## src/rtl/seven_seg_scan_pkg.sv

```systemverilog
// Shared definitions for the seven-segment scanner: segment patterns, blank levels, buffer layout.
// All patterns are active-low, bit order {g,f,e,d,c,b,a}.
package seven_seg_scan_pkg;

    localparam logic [6:0] SEG_BLANK = 7'h7F;
    localparam logic [3:0] AN_OFF    = 4'b1111;

    localparam logic [6:0] SEG_0 = 7'h40;
    localparam logic [6:0] SEG_1 = 7'h79;
    localparam logic [6:0] SEG_2 = 7'h24;
    localparam logic [6:0] SEG_3 = 7'h30;
    localparam logic [6:0] SEG_4 = 7'h19;
    localparam logic [6:0] SEG_5 = 7'h12;
    localparam logic [6:0] SEG_6 = 7'h02;
    localparam logic [6:0] SEG_7 = 7'h78;
    localparam logic [6:0] SEG_8 = 7'h00;
    localparam logic [6:0] SEG_9 = 7'h10;
    localparam logic [6:0] SEG_A = 7'h08;
    localparam logic [6:0] SEG_B = 7'h03;
    localparam logic [6:0] SEG_C = 7'h46;
    localparam logic [6:0] SEG_D = 7'h21;
    localparam logic [6:0] SEG_E = 7'h06;
    localparam logic [6:0] SEG_F = 7'h0E;

    typedef struct packed {
        logic [15:0] value;
        logic [3:0]  dp;
    } frame_t;

    // A digit is a leading zero when it and every digit to its left are zero; digit 0 always shows.
    function automatic logic lz_blank(input logic [15:0] v, input logic [1:0] i, input logic en);
        logic b;
        b = 1'b0;
        case (i)
            2'd3:    b = (v[15:12] == 4'd0);
            2'd2:    b = (v[15:8] == 8'd0);
            2'd1:    b = (v[15:4] == 12'd0);
            default: b = 1'b0;
        endcase
        return en & b;
    endfunction

endpackage

```

## src/rtl/seven_seg_scan_hex_to_seg.sv

```systemverilog
// Purpose: nibble to active-low seven-segment pattern.
// Latency: combinational.
// Backpressure: none.
module hex_to_seg
    import seven_seg_scan_pkg::*;
(
    input  logic [3:0] nibble,
    output logic [6:0] seg
);

    always_comb begin
        seg = SEG_BLANK;
        case (nibble)
            4'h0: seg = SEG_0;
            4'h1: seg = SEG_1;
            4'h2: seg = SEG_2;
            4'h3: seg = SEG_3;
            4'h4: seg = SEG_4;
            4'h5: seg = SEG_5;
            4'h6: seg = SEG_6;
            4'h7: seg = SEG_7;
            4'h8: seg = SEG_8;
            4'h9: seg = SEG_9;
            4'hA: seg = SEG_A;
            4'hB: seg = SEG_B;
            4'hC: seg = SEG_C;
            4'hD: seg = SEG_D;
            4'hE: seg = SEG_E;
            4'hF: seg = SEG_F;
            default: seg = SEG_BLANK;
        endcase
    end

endmodule

```

## src/rtl/seven_seg_scan.sv

```systemverilog
// Purpose: multiplex a 4-digit common-anode display, one digit per rising edge of scan_clk.
// Latency: outputs move on the 3rd clk edge after scan_clk rises; new values commit at frame wrap.
// Backpressure: none; value_wr always accepted, last write before a wrap wins.
module seven_seg_scan
    import seven_seg_scan_pkg::*;
#(
    parameter int NUM_DIGITS  = 4,
    parameter int SYNC_STAGES = 2
) (
    input  logic                  clk,
    input  logic                  reset,
    input  logic                  scan_clk,
    input  logic [15:0]           value,
    input  logic [NUM_DIGITS-1:0] dp_in,
    input  logic                  blank_lz,
    input  logic                  value_wr,
    output logic [NUM_DIGITS-1:0] an,
    output logic [6:0]            seg,
    output logic                  dp,
    output logic                  frame_done
);

    logic [SYNC_STAGES-1:0] sync_q, sync_d;
    logic                   edge_q, edge_d;
    logic                   scan_en_q, scan_en_d;
    logic [1:0]             idx_q, idx_d;
    frame_t                 display_q, display_d;
    frame_t                 pending_q, pending_d;
    logic                   pending_vld_q, pending_vld_d;
    logic [NUM_DIGITS-1:0]  an_q, an_d;
    logic [6:0]             seg_q, seg_d;
    logic                   dp_q, dp_d;
    logic                   frame_done_q, frame_done_d;

    logic                   tick;
    logic                   wrap;
    logic [3:0]             nibble;
    logic [6:0]             nibble_seg;

    hex_to_seg u_hex_to_seg (
        .nibble (nibble),
        .seg    (nibble_seg)
    );

    always_comb begin
        sync_d = {sync_q[SYNC_STAGES-2:0], scan_clk};
        edge_d = sync_q[SYNC_STAGES-1];
        tick   = sync_q[SYNC_STAGES-1] & ~edge_q;
        wrap   = tick & scan_en_q & (idx_q == 2'd3);

        scan_en_d     = scan_en_q;
        idx_d         = idx_q;
        display_d     = display_q;
        pending_d     = pending_q;
        pending_vld_d = pending_vld_q;
        frame_done_d  = 1'b0;

        // First tick only enables the scan so digit 0 gets a full slot.
        if (tick) begin
            if (!scan_en_q) begin
                scan_en_d = 1'b1;
            end else begin
                idx_d = idx_q + 2'd1;
            end
        end

        if (wrap) begin
            frame_done_d = 1'b1;
            if (pending_vld_q) begin
                display_d     = pending_q;
                pending_vld_d = 1'b0;
            end
        end

        // A write on the wrap cycle lands in pending after the old pending has been committed.
        if (value_wr) begin
            pending_d     = '{value: value, dp: dp_in};
            pending_vld_d = 1'b1;
        end

        nibble = display_d.value[{idx_d, 2'b00} +: 4];

        an_d  = AN_OFF;
        seg_d = SEG_BLANK;
        dp_d  = 1'b1;
        if (scan_en_d && !lz_blank(display_d.value, idx_d, blank_lz)) begin
            an_d  = ~({{(NUM_DIGITS-1){1'b0}}, 1'b1} << idx_d);
            seg_d = nibble_seg;
            dp_d  = ~display_d.dp[idx_d];
        end
    end

    always_ff @(posedge clk) begin
        if (reset) begin
            sync_q        <= '0;
            edge_q        <= 1'b0;
            scan_en_q     <= 1'b0;
            idx_q         <= 2'd0;
            display_q     <= '0;
            pending_q     <= '0;
            pending_vld_q <= 1'b0;
            an_q          <= AN_OFF;
            seg_q         <= SEG_BLANK;
            dp_q          <= 1'b1;
            frame_done_q  <= 1'b0;
        end else begin
            sync_q        <= sync_d;
            edge_q        <= edge_d;
            scan_en_q     <= scan_en_d;
            idx_q         <= idx_d;
            display_q     <= display_d;
            pending_q     <= pending_d;
            pending_vld_q <= pending_vld_d;
            an_q          <= an_d;
            seg_q         <= seg_d;
            dp_q          <= dp_d;
            frame_done_q  <= frame_done_d;
        end
    end

    assign an         = an_q;
    assign seg        = seg_q;
    assign dp         = dp_q;
    assign frame_done = frame_done_q;

endmodule
```

## config.mk

```make
export PLATFORM = sky130hd
export DESIGN_NAME = seven_seg_scan
export DESIGN_NICKNAME = d
export VERILOG_FILES = /design/src/rtl/seven_seg_scan_pkg.sv /design/src/rtl/seven_seg_scan_hex_to_seg.sv /design/src/rtl/seven_seg_scan.sv
export SDC_FILE = /design/constraint.sdc
export NUM_CORES = 1
export LEC_CHECK = 0
export CAP_MARGIN = 20
export CORE_MARGIN = 1
export CORE_UTILIZATION = 45
export DETAILED_ROUTE_END_ITERATION = 8
export GPL_ROUTABILITY_DRIVEN = 0
export PLACE_DENSITY = 0.7
export SYNTH_ARGS = -nofsm -noshare
export SYNTH_HDL_FRONTEND = slang
export SYNTH_SLANG_ARGS = --single-unit
```

## constraint.sdc

```tcl
create_clock -name clk -period 2.7 [get_ports clk]
set_input_delay 0.405 -clock clk [delete_from_list [all_inputs] [get_ports clk]]
set_output_delay 0.405 -clock clk [all_outputs]
set_load 0.01 [all_outputs]
```

==> impl_metrics.env <==
export IMPL_clkLatencyLatePin_ns=0.35
export IMPL_ys_types=55
export IMPL_grt_max_degree=49
export IMPL_rows=29
export IMPL_hold_buffers=0
export IMPL_grt_usage=0.2165
export IMPL_first_global_vias=2304
export IMPL_die_y_microns=82.77
export IMPL_routed_wl_microns=6657
export IMPL_vdd_drop_max_uv=379.3
export IMPL_synth_edf_count=0
export IMPL_setup_tns_final_ns=0
export IMPL_dp_hpwl_microns=4756
export IMPL_critPathKind="flip-flop to flip-flop"
export IMPL_finalPower_mw=1.881
export IMPL_syn_to_final_growth_pct=26.98
export IMPL_antenna_found_initial=0
export IMPL_yosys_area_top_type_share=0.4092
export IMPL_drt_iter0_markers=168
export IMPL_dr_pass1_iters=4
export IMPL_cellLeakagePower_nw=1.439
export IMPL_maxSlewHeadroom=0.6119
export IMPL_dpl_cell_area_sq_um=3508
export IMPL_detail_route_wl_per_cell_microns=14.60
export IMPL_async_flop_share=0
export IMPL_vias_per_cell=5.531
export IMPL_ys_dominant_reg_cell="dfxtp_1"
export IMPL_worstPathArrival_ns=2.95
export IMPL_fin_area_sq_um=3727
export IMPL_final_util=0.5904
export IMPL_worstHoldPathType="flip-flop to flip-flop"
export IMPL_grt_pass1_wl_microns=10940
export IMPL_ant_nets=0
export IMPL_setup_viol_count_final=0
export IMPL_drive_gt1_frac=0.1689
export IMPL_cts_max_path_buffers=2
export IMPL_cts_num_sinks=60
export IMPL_yosysWarnings=0
export IMPL_endpoint_kind="flip-flop"
export IMPL_ys_seq_area_frac=0.4092
export IMPL_path_clk_slew_ns=0.07
export IMPL_finalHoldViolations=0
export IMPL_cts_tree="done"
export IMPL_worstMarginPinSlew_ns=0.5769
export IMPL_synth_avg_cell_area_sq_um=9.116
export IMPL_netlist_area_sq_um=2935
export IMPL_initial_core_util=0.4649
export IMPL_synthTopCellsByArea="dfxtp_1, mux2i_1, nand2_1"
export IMPL_cp_max_fo=12
export IMPL_cts_htree_levels=3
export IMPL_max_cap_viol_count=0
export IMPL_timing_final_crit_share=0.9861
export IMPL_core_area_sq_um=6314
export IMPL_vias=2522
export IMPL_critPathLaunchType="flip-flop"
export IMPL_grt_overflow_total=0
export IMPL_synth_seq_cells=60
export IMPL_netlist_instances=322
export IMPL_fin_skew_ns=0.008553
export IMPL_cp_required_ns=2.99
export IMPL_cts_buffers=9
export IMPL_rsz0062_at_grt="yes"
export IMPL_die_w_microns=82.77
export IMPL_fillers=585
export IMPL_n_antenna_cell=0
export IMPL_cts_root_buf="clkbuf_8"
export IMPL_rrSetupSlack_ns=0.04
export IMPL_nNetsFinal=406
export IMPL_synth_largest_area_cell="dfxtp_1"
export IMPL_dieArea_sq_um=6850
export IMPL_ios=38
export IMPL_slew_violations=0
export IMPL_status="finished clean"
export IMPL_rr_worst_depth=12
export IMPL_min_period_ns=2.662
export IMPL_fmax_ghz=0.3756
export IMPL_drc=0
export IMPL_port_buffers=37
export IMPL_power_density_nw_per_um2=504.6
export IMPL_synthesis_nets=354
export IMPL_whs_path_depth=1
==> cells by family after synthesis <==
group,after synthesis,synth area share
compound gates,64,0.1645
buf+inv,26,0.04561
xor+xnor,2,0.008527
fa+ha+maj,7,0.02984
flops,60,0.4092
mux,41,0.1509
simple gates,122,0.1914
==> Yosys cell counts, types with 2 or more instances <==
library cell / n
a21oi_1: 23
buf_1: 4
nor2_1: 38
mux2i_1: 36
nand2_1: 45
inv_1: 5
buf_4: 2
ha_1: 7
dfxtp_1: 60
nor3_1: 7
and3b_1: 2
a311oi_1: 2
nor2b_1: 7
nand2b_1: 2
o221ai_2: 2
buf_2: 4
o211ai_1: 7
o211a_1: 2
o21ai_0: 4
nor4_1: 5
nand4_1: 2
clkbuf_1: 8
o221ai_1: 4
a211oi_1: 6
nand3_1: 8
==> registers in the layout (all words and copies together) (netlist names) <==
signal,count
pending_q,20
dp,1
an,4
scan_en_q,1
pending_vld_q,1
seg,7
frame_done,1
display_q,20
edge_q,1
idx_q,2
sync_q,2
==> what timing repair did <==
item | in CTS | in global routing
resized for setup | 0 | 5
setup buffers | 0 | 1
setup endpoints to repair | 0 | 3
==> final timing paths <==
check,to,startpoint
min,sync_q[1],sync_q[0]
min reg2reg,sync_q[1],sync_q[0]
max,seg[0],edge_q
max reg2reg,seg[0],edge_q
==> per-layer routing <==
metal	wire, microns	global-route usage	part of all wire	up-vias
met5	0	0	0	-
met4	202	0.1155	0.030	0
met3	301	0.05495	0.045	16
met2	2982	0.3148	0.45	79
met1	3170	0.2915	0.48	1172
li1	-	-	-	1255
==> stage by stage <==
stage                     setup slack [ns]  hold slack [ns]  std cells
after floorplan                    0.01171           0.4138        322
after global placement              0.1355           0.4349        439
after detailed placement           0.05256           0.4414        439
after CTS                          0.03176           0.4494        455
after global routing              -0.02854           0.4728        456
final                              0.03752           0.4485        456
==> layout by cell type, fill, tap and decap left out, drive strengths merged, types with 2 or more instances in the layout <==
master	Yosys	layout
a211oi	6	6
buf	12	24
nand2	46	46
o211a	2	2
ha	7	7
nor3	8	8
nand4	2	2
nand2b	2	2
nor2	38	38
nor4	5	5
and3b	2	2
mux2	3	3
o211ai	8	8
clkbuf	8	10
inv	6	6
clkinv	0	4
dfxtp	60	60
o221ai	6	6
nand3	8	8
a311oi	3	3
o21ai	6	6
mux2i	37	37
nor2b	7	7
a21oi	23	23
clkdlybuf4s50	0	37
==> where the power goes <==
group          internal [mW]  switching [mW]  total (mW)
clock network          0.426           0.369       0.794
logic                 0.0842          0.0673       0.151
registers              0.913          0.0220       0.935
==> area by class of cell <==
cell class              instances  area [sq um]  area share
multi-input cells             236          1650      0.4428
flip-flops and latches         60          1202      0.3226
repair buffers                 61         563.0      0.1511
clock buffers                  10         127.6     0.03424
well taps                      77         96.34     0.02585
clock inverters                 6         65.06     0.01746
inverters                       6         22.52    0.006042
==> critical path: stages (launching register included) <==
cell and delay [ns]:
dfxtp_1 0.35, and3b_2 0.26, buf_12 0.15, nand2_2 0.08
o221ai_1 0.15, a221oi_2 0.42, nor2_4 0.07, inv_2 0.08
ha_4 0.13, and3b_1 0.17, mux2_1 0.29, o41a_1 0.32
o21ai_1 0.12
Note: power is estimated with default switching activity, not from simulation.
